`src/rtl/serial_adder_pkg.sv`:
```
// Shared definitions for the bit-serial adder: FSM state encoding and counter sizing.
package serial_adder_pkg;

  typedef enum logic [1:0] {
    IDLE = 2'd0,
    RUN  = 2'd1,
    DONE = 2'd2
  } sa_state_e;

  // Bit-index counter width; a 1-bit operand still needs a 1-bit counter.
  function automatic int cnt_w(input int width);
    int w;
    w = $clog2(width);
    if (w < 1) begin
      return 1;
    end else begin
      return w;
    end
  endfunction

endpackage

```
`src/rtl/sa_fa_cell.sv`:
```
// Single 1-bit full-adder cell; the only arithmetic element of the serial adder.
module sa_fa_cell (
  input  logic a,
  input  logic b,
  input  logic cin,
  output logic s,
  output logic c
);

  logic p;

  assign p = a ^ b;
  assign s = p ^ cin;
  assign c = (a & b) | (p & cin);

endmodule

```
`src/rtl/serial_adder_ctrl.sv`:
```
// Bit-serial adder controller: one full-adder cell stepped LSB-first over WIDTH cycles.
// Optional signed-overflow output ovf_o is enabled by defining SERIAL_ADDER_OVF_EN.
module serial_adder_ctrl
  import serial_adder_pkg::*;
#(
  parameter int WIDTH = 8
) (
  input  logic             clk_i,
  input  logic             reset_i,
  input  logic             req_valid_i,
  output logic             req_ready_o,
  input  logic [WIDTH-1:0] a_i,
  input  logic [WIDTH-1:0] b_i,
  input  logic             cin_i,
  output logic             resp_valid_o,
  input  logic             resp_ready_i,
  output logic [WIDTH-1:0] sum_o,
  output logic             cout_o,
  output logic             busy_o
`ifdef SERIAL_ADDER_OVF_EN
  ,
  output logic             ovf_o
`endif
);

  localparam int CW = cnt_w(WIDTH);

  sa_state_e        state_q, state_d;
  logic [WIDTH-1:0] a_q, a_d;
  logic [WIDTH-1:0] b_q, b_d;
  logic [WIDTH-1:0] sum_q, sum_d;
  logic             carry_q, carry_d;
  logic             cout_q, cout_d;
  logic [CW-1:0]    cnt_q, cnt_d;
  logic             cell_s, cell_c;
  logic             last_bit;
  logic             req_fire, resp_fire;
`ifdef SERIAL_ADDER_OVF_EN
  logic             ovf_q, ovf_d;
`endif

  sa_fa_cell u_cell (
    .a   (a_q[0]),
    .b   (b_q[0]),
    .cin (carry_q),
    .s   (cell_s),
    .c   (cell_c)
  );

  assign last_bit  = (cnt_q == CW'(WIDTH - 1));
  assign req_fire  = req_valid_i & (state_q == IDLE);
  assign resp_fire = resp_ready_i & (state_q == DONE);

  // Next-state logic for the IDLE -> RUN -> DONE sequence.
  always_comb begin
    state_d = state_q;
    case (state_q)
      IDLE: begin
        if (req_fire) begin
          state_d = RUN;
        end else begin
          state_d = IDLE;
        end
      end
      RUN: begin
        if (last_bit) begin
          state_d = DONE;
        end else begin
          state_d = RUN;
        end
      end
      DONE: begin
        if (resp_fire) begin
          state_d = IDLE;
        end else begin
          state_d = DONE;
        end
      end
      default: state_d = IDLE;
    endcase
  end

  // Datapath: load on accept, shift one bit per RUN cycle, hold everywhere else.
  always_comb begin
    a_d     = a_q;
    b_d     = b_q;
    sum_d   = sum_q;
    carry_d = carry_q;
    cout_d  = cout_q;
    cnt_d   = cnt_q;
`ifdef SERIAL_ADDER_OVF_EN
    ovf_d   = ovf_q;
`endif
    case (state_q)
      IDLE: begin
        if (req_fire) begin
          a_d     = a_i;
          b_d     = b_i;
          carry_d = cin_i;
          cnt_d   = {CW{1'b0}};
        end else begin
          cnt_d   = cnt_q;
        end
      end
      RUN: begin
        a_d            = a_q >> 1'b1;
        b_d            = b_q >> 1'b1;
        sum_d          = sum_q >> 1'b1;
        sum_d[WIDTH-1] = cell_s;
        carry_d        = cell_c;
        cnt_d          = cnt_q + CW'(1);
        // On the MSB step carry_q is the carry into the MSB.
        if (last_bit) begin
          cout_d = cell_c;
`ifdef SERIAL_ADDER_OVF_EN
          ovf_d  = carry_q ^ cell_c;
`endif
        end else begin
          cout_d = cout_q;
        end
      end
      default: begin
        cnt_d = cnt_q;
      end
    endcase
  end

  // State and datapath registers with synchronous reset.
  always_ff @(posedge clk_i) begin
    if (reset_i) begin
      state_q <= IDLE;
      a_q     <= {WIDTH{1'b0}};
      b_q     <= {WIDTH{1'b0}};
      sum_q   <= {WIDTH{1'b0}};
      carry_q <= 1'b0;
      cout_q  <= 1'b0;
      cnt_q   <= {CW{1'b0}};
`ifdef SERIAL_ADDER_OVF_EN
      ovf_q   <= 1'b0;
`endif
    end else begin
      state_q <= state_d;
      a_q     <= a_d;
      b_q     <= b_d;
      sum_q   <= sum_d;
      carry_q <= carry_d;
      cout_q  <= cout_d;
      cnt_q   <= cnt_d;
`ifdef SERIAL_ADDER_OVF_EN
      ovf_q   <= ovf_d;
`endif
    end
  end

  assign req_ready_o  = (state_q == IDLE);
  assign resp_valid_o = (state_q == DONE);
  assign busy_o       = (state_q == RUN) | (state_q == DONE);
  assign sum_o        = sum_q;
  assign cout_o       = cout_q;
`ifdef SERIAL_ADDER_OVF_EN
  assign ovf_o        = ovf_q;
`endif

endmodule

```
`config.mk`:
```
export PLATFORM = sky130hd
export DESIGN_NAME = serial_adder_ctrl
export DESIGN_NICKNAME = d
export VERILOG_FILES = /design/src/rtl/serial_adder_pkg.sv /design/src/rtl/sa_fa_cell.sv /design/src/rtl/serial_adder_ctrl.sv
export SDC_FILE = /design/constraint.sdc
export NUM_CORES = 1
export LEC_CHECK = 0
export CAP_MARGIN = 20
export CORE_MARGIN = 2
export CORE_UTILIZATION = 39
export DETAILED_ROUTE_END_ITERATION = 16
export PLACE_DENSITY = 0.73
export SKIP_CTS_REPAIR_TIMING = 1
export SLEW_MARGIN = 10
export SYNTH_ARGS = -nofsm -noshare
export SYNTH_HDL_FRONTEND = slang
export SYNTH_SLANG_ARGS = --single-unit
```
`constraint.sdc`:
```
create_clock -name clk_i -period 2.3 [get_ports clk_i]
set_clock_uncertainty 0.05 [all_clocks]
set_input_delay 0.575 -clock clk_i [delete_from_list [all_inputs] [get_ports clk_i]]
set_output_delay 0.575 -clock clk_i [all_outputs]
set_load 0.005 [all_outputs]
```
==> results.tsv, run 1 <==
stage	metric	value	unit
run_status	status	finished clean	
floorplanning	die_w	65.7	um
power	powerDensity	674	nW/um^2
flow_run	cap_violations	0	
global_routing	grt_overflow	0	
place	port-buffer-count	32	
sta	hold_viol	0	
global_routing	grt_pass1_wl	4.64	mm
synth	yosys_warnings	0	
routing	via_per_inst	5.00	
routing	drcViolationCount	0	
global_routing	track_usage	0.140	
place	place_ws	0.237	ns
setup_path	cp.buffers_inverters	2	
synth	synthTopCellsByCount	31 x dfxtp_1, 24 x mux2i_1, 13 x nor2_1, 12 x a211oi_2, 12 x nor2_2	
finish	nFillCells	322	
routing	vias	1085	
setup_path	path_max_fanout	4	
synth	synth.top_cell.area_share	0.418	
setup_path	crit_family	buffers and inverters	
sta	tns	0	ns
setup_path	critPathArrivalTime	1.57	ns
floorplanning	core	3660	um^2
synth	syn-instance-count	136	
routing	final_antenna_net_count	0	
synth	ys_ff_latch	31	
setup_path	slowest_stage	clkdlybuf4s50_1	
synth	synth-edff-count	0	
cts	cts_buffers	5	
finish	diodes	0	
setup_path	crit_path_max_incr_delay	0.50	ns
routing	wl_per_cell	12.5	um
sta	min_period	2.19	ns
place	dpl.cell_count	209	
global_routing	grt_start_max_net_pins	34	
sta	relSlewSlack	0.673	
cts	htreeDepth	2	
finish	final_nets	197	
sta	rsz0062_at_grt	false	
synth	synth_most_common_cell	dfxtp_1	
floorplanning	ios	33	
finish	instances_no_fill	217	
setup_path	path_cells	inv_1, ha_1, clkdlybuf4s50_1	
synth	syn_nets	165	
routing	drtIter0Drc	44	
synth	ys_types	24	
sta	tightest_slew	0.477	ns
power	power_leakage	0.713	nW
sta	finalWorstSetupSlack	0.107	ns
cts	cts.sinks	31	
synth	synth.area.top_cells	dfxtp_1 42%, mux2i_1 16%, a211oi_2 10%	
floorplanning	die_area	4310	um^2
setup_path	endpoint_kind	output port	
place	postPlaceCellArea	1800	um^2
sta	maxSlewViolCount	0	
finish	area.growth.synth_to_final	28.0	%
power	ir_drop	0.000415	V
synth	yosysSeqAreaShare	0.418	
sta	setup_viol_count_final	0	
synth	synth_area	1480	um^2
synth	ys.flop_type	dfxtp_1	
cts	clock_latency	0.27	ns
routing	dr.pass1.iters	4	
global_routing	grt_pass1_vias	1045	
min_path	holdCritPathClass	register to register	
sta	hold_ws	0.410	ns
cts	clk_path_buf_depth	2	
cts	clkSlewWorstSetupHoldPaths	0.06	ns
finish	fin_area	1900	um^2
finish	drive_above_1_share	0.207	
synth	syn_area_per_cell	10.9	um^2
synth	yosys.area.top_type	dfxtp_1	
cts	cts-root-buf	clkbuf_8	
synth	synthArstFlopShare	0	
sta	fmax	0.456	GHz
setup_path	critical_path_required	1.67	ns
cts	cts_tree	built	
place	post-dp-hpwl	1.92	mm
sta	post-route-period-util	0.953	
floorplanning	num_rows	22	
floorplanning	initial_core_util	0.405	
place	globalplace.congestion	0.714	
floorplanning	die_h	65.7	um
setup_path	start_kind	register	
setup_path	path_class	register to output port	
global_routing	antenna_found_initial	0	
routing	wl	2.71	mm
[flip-flops by register name, summed over array words and instances (netlist names)]
signal,cells
state_q,2
sum_o,8
cnt_q,3
cout_o,1
carry_q,1
a_q,8
b_q,8
[path summary, 6_finish.rpt]
| kind | from | endpoint | slack (ns) | depth (start not counted) |
|---|---|---|---|---|
| max | state_q[0] | busy_o | 0.11 | 3 |
| max reg2reg | state_q[0] | a_q[2] | 0.50 | 5 |
| min reg2reg | cout_o | cout_o | 0.41 | 2 |
| min | cout_o | cout_o | 0.41 | 2 |
[tightest hold or removal path, delay by kind of cell (launching register included)]
kind / cells / cell delay [ns]
and+or+nand+nor: 1 / 0.05
AOI/OAI and AO/OA: 1 / 0.05
DFF: 1 / 0.31
[cells in the final DEF, fill, tap and decap left out]
cell / Yosys / final
nand3_1: 3 / 3
buf_4: 0 / 2
nand2_1: 5 / 5
fa_1: 1 / 1
nand3b_1: 1 / 1
inv_1: 3 / 3
nand2b_1: 1 / 1
ha_1: 7 / 7
a21oi_1: 4 / 4
clkbuf_1: 0 / 1
and3b_2: 1 / 1
clkdlybuf4s50_1: 0 / 32
nor2_2: 12 / 12
nor3_1: 1 / 1
mux2_4: 1 / 1
dfxtp_1: 31 / 31
clkbuf_8: 1 / 7
a211oi_2: 12 / 12
mux2i_1: 24 / 24
a22oi_1: 3 / 3
nor2_1: 13 / 13
a211oi_1: 4 / 4
[through the flow]
stage / total power, mW / utilization
floorplan: 0.774 / -
detailed placement: 0.833 / 0.491
global route: 1.35 / 0.519
global placement: 0.822 / 0.491
finish: 1.28 / 0.519
CTS: 1.30 / 0.519
[power by group]
part	switching (mW)	internal (mW)
Sequential	0.0245	0.572
Clock	0.188	0.273
Combinational	0.108	0.114
Total	0.321	0.960
[area by class of cell]
type,instances,area [um^2],area share
clock buffers,8,100,0.0527
inverters,3,11.3,0.00593
multi-input cells,93,772,0.406
flip-flops and latches,31,621,0.327
well taps,48,60.1,0.0316
repair buffers,34,335,0.177
[cell families after synthesis]
kind of cell / Yosys count / share of synthesized area
buffers and inverters: 12 / 0.0615
flip-flops: 31 / 0.418
AND/OR/NAND/NOR: 37 / 0.126
adder cells (fa/ha/maj): 8 / 0.0725
AO/OA/AOI/OAI: 23 / 0.150
multiplexers: 25 / 0.172
[layer usage]
metal	track usage	wire length, um
met5	0	0
met1	0.173	1240
met4	0.0391	29
met3	0.0531	177
met2	0.227	1270
No activity file was read; power rests on OpenSTA's default activity.
==> inputs of run 2 (changes only) <==
--- a/config.mk
+++ b/config.mk
@@ -8,6 +8,7 @@
 export CAP_MARGIN = 20
 export CORE_MARGIN = 2
 export CORE_UTILIZATION = 39
+export CTS_CLUSTER_DIAMETER = 100
 export DETAILED_ROUTE_END_ITERATION = 16
 export PLACE_DENSITY = 0.73
 export SKIP_CTS_REPAIR_TIMING = 1
==> results of run 2 <==
Final layout, timing and power as in run 1 (identical DEF).
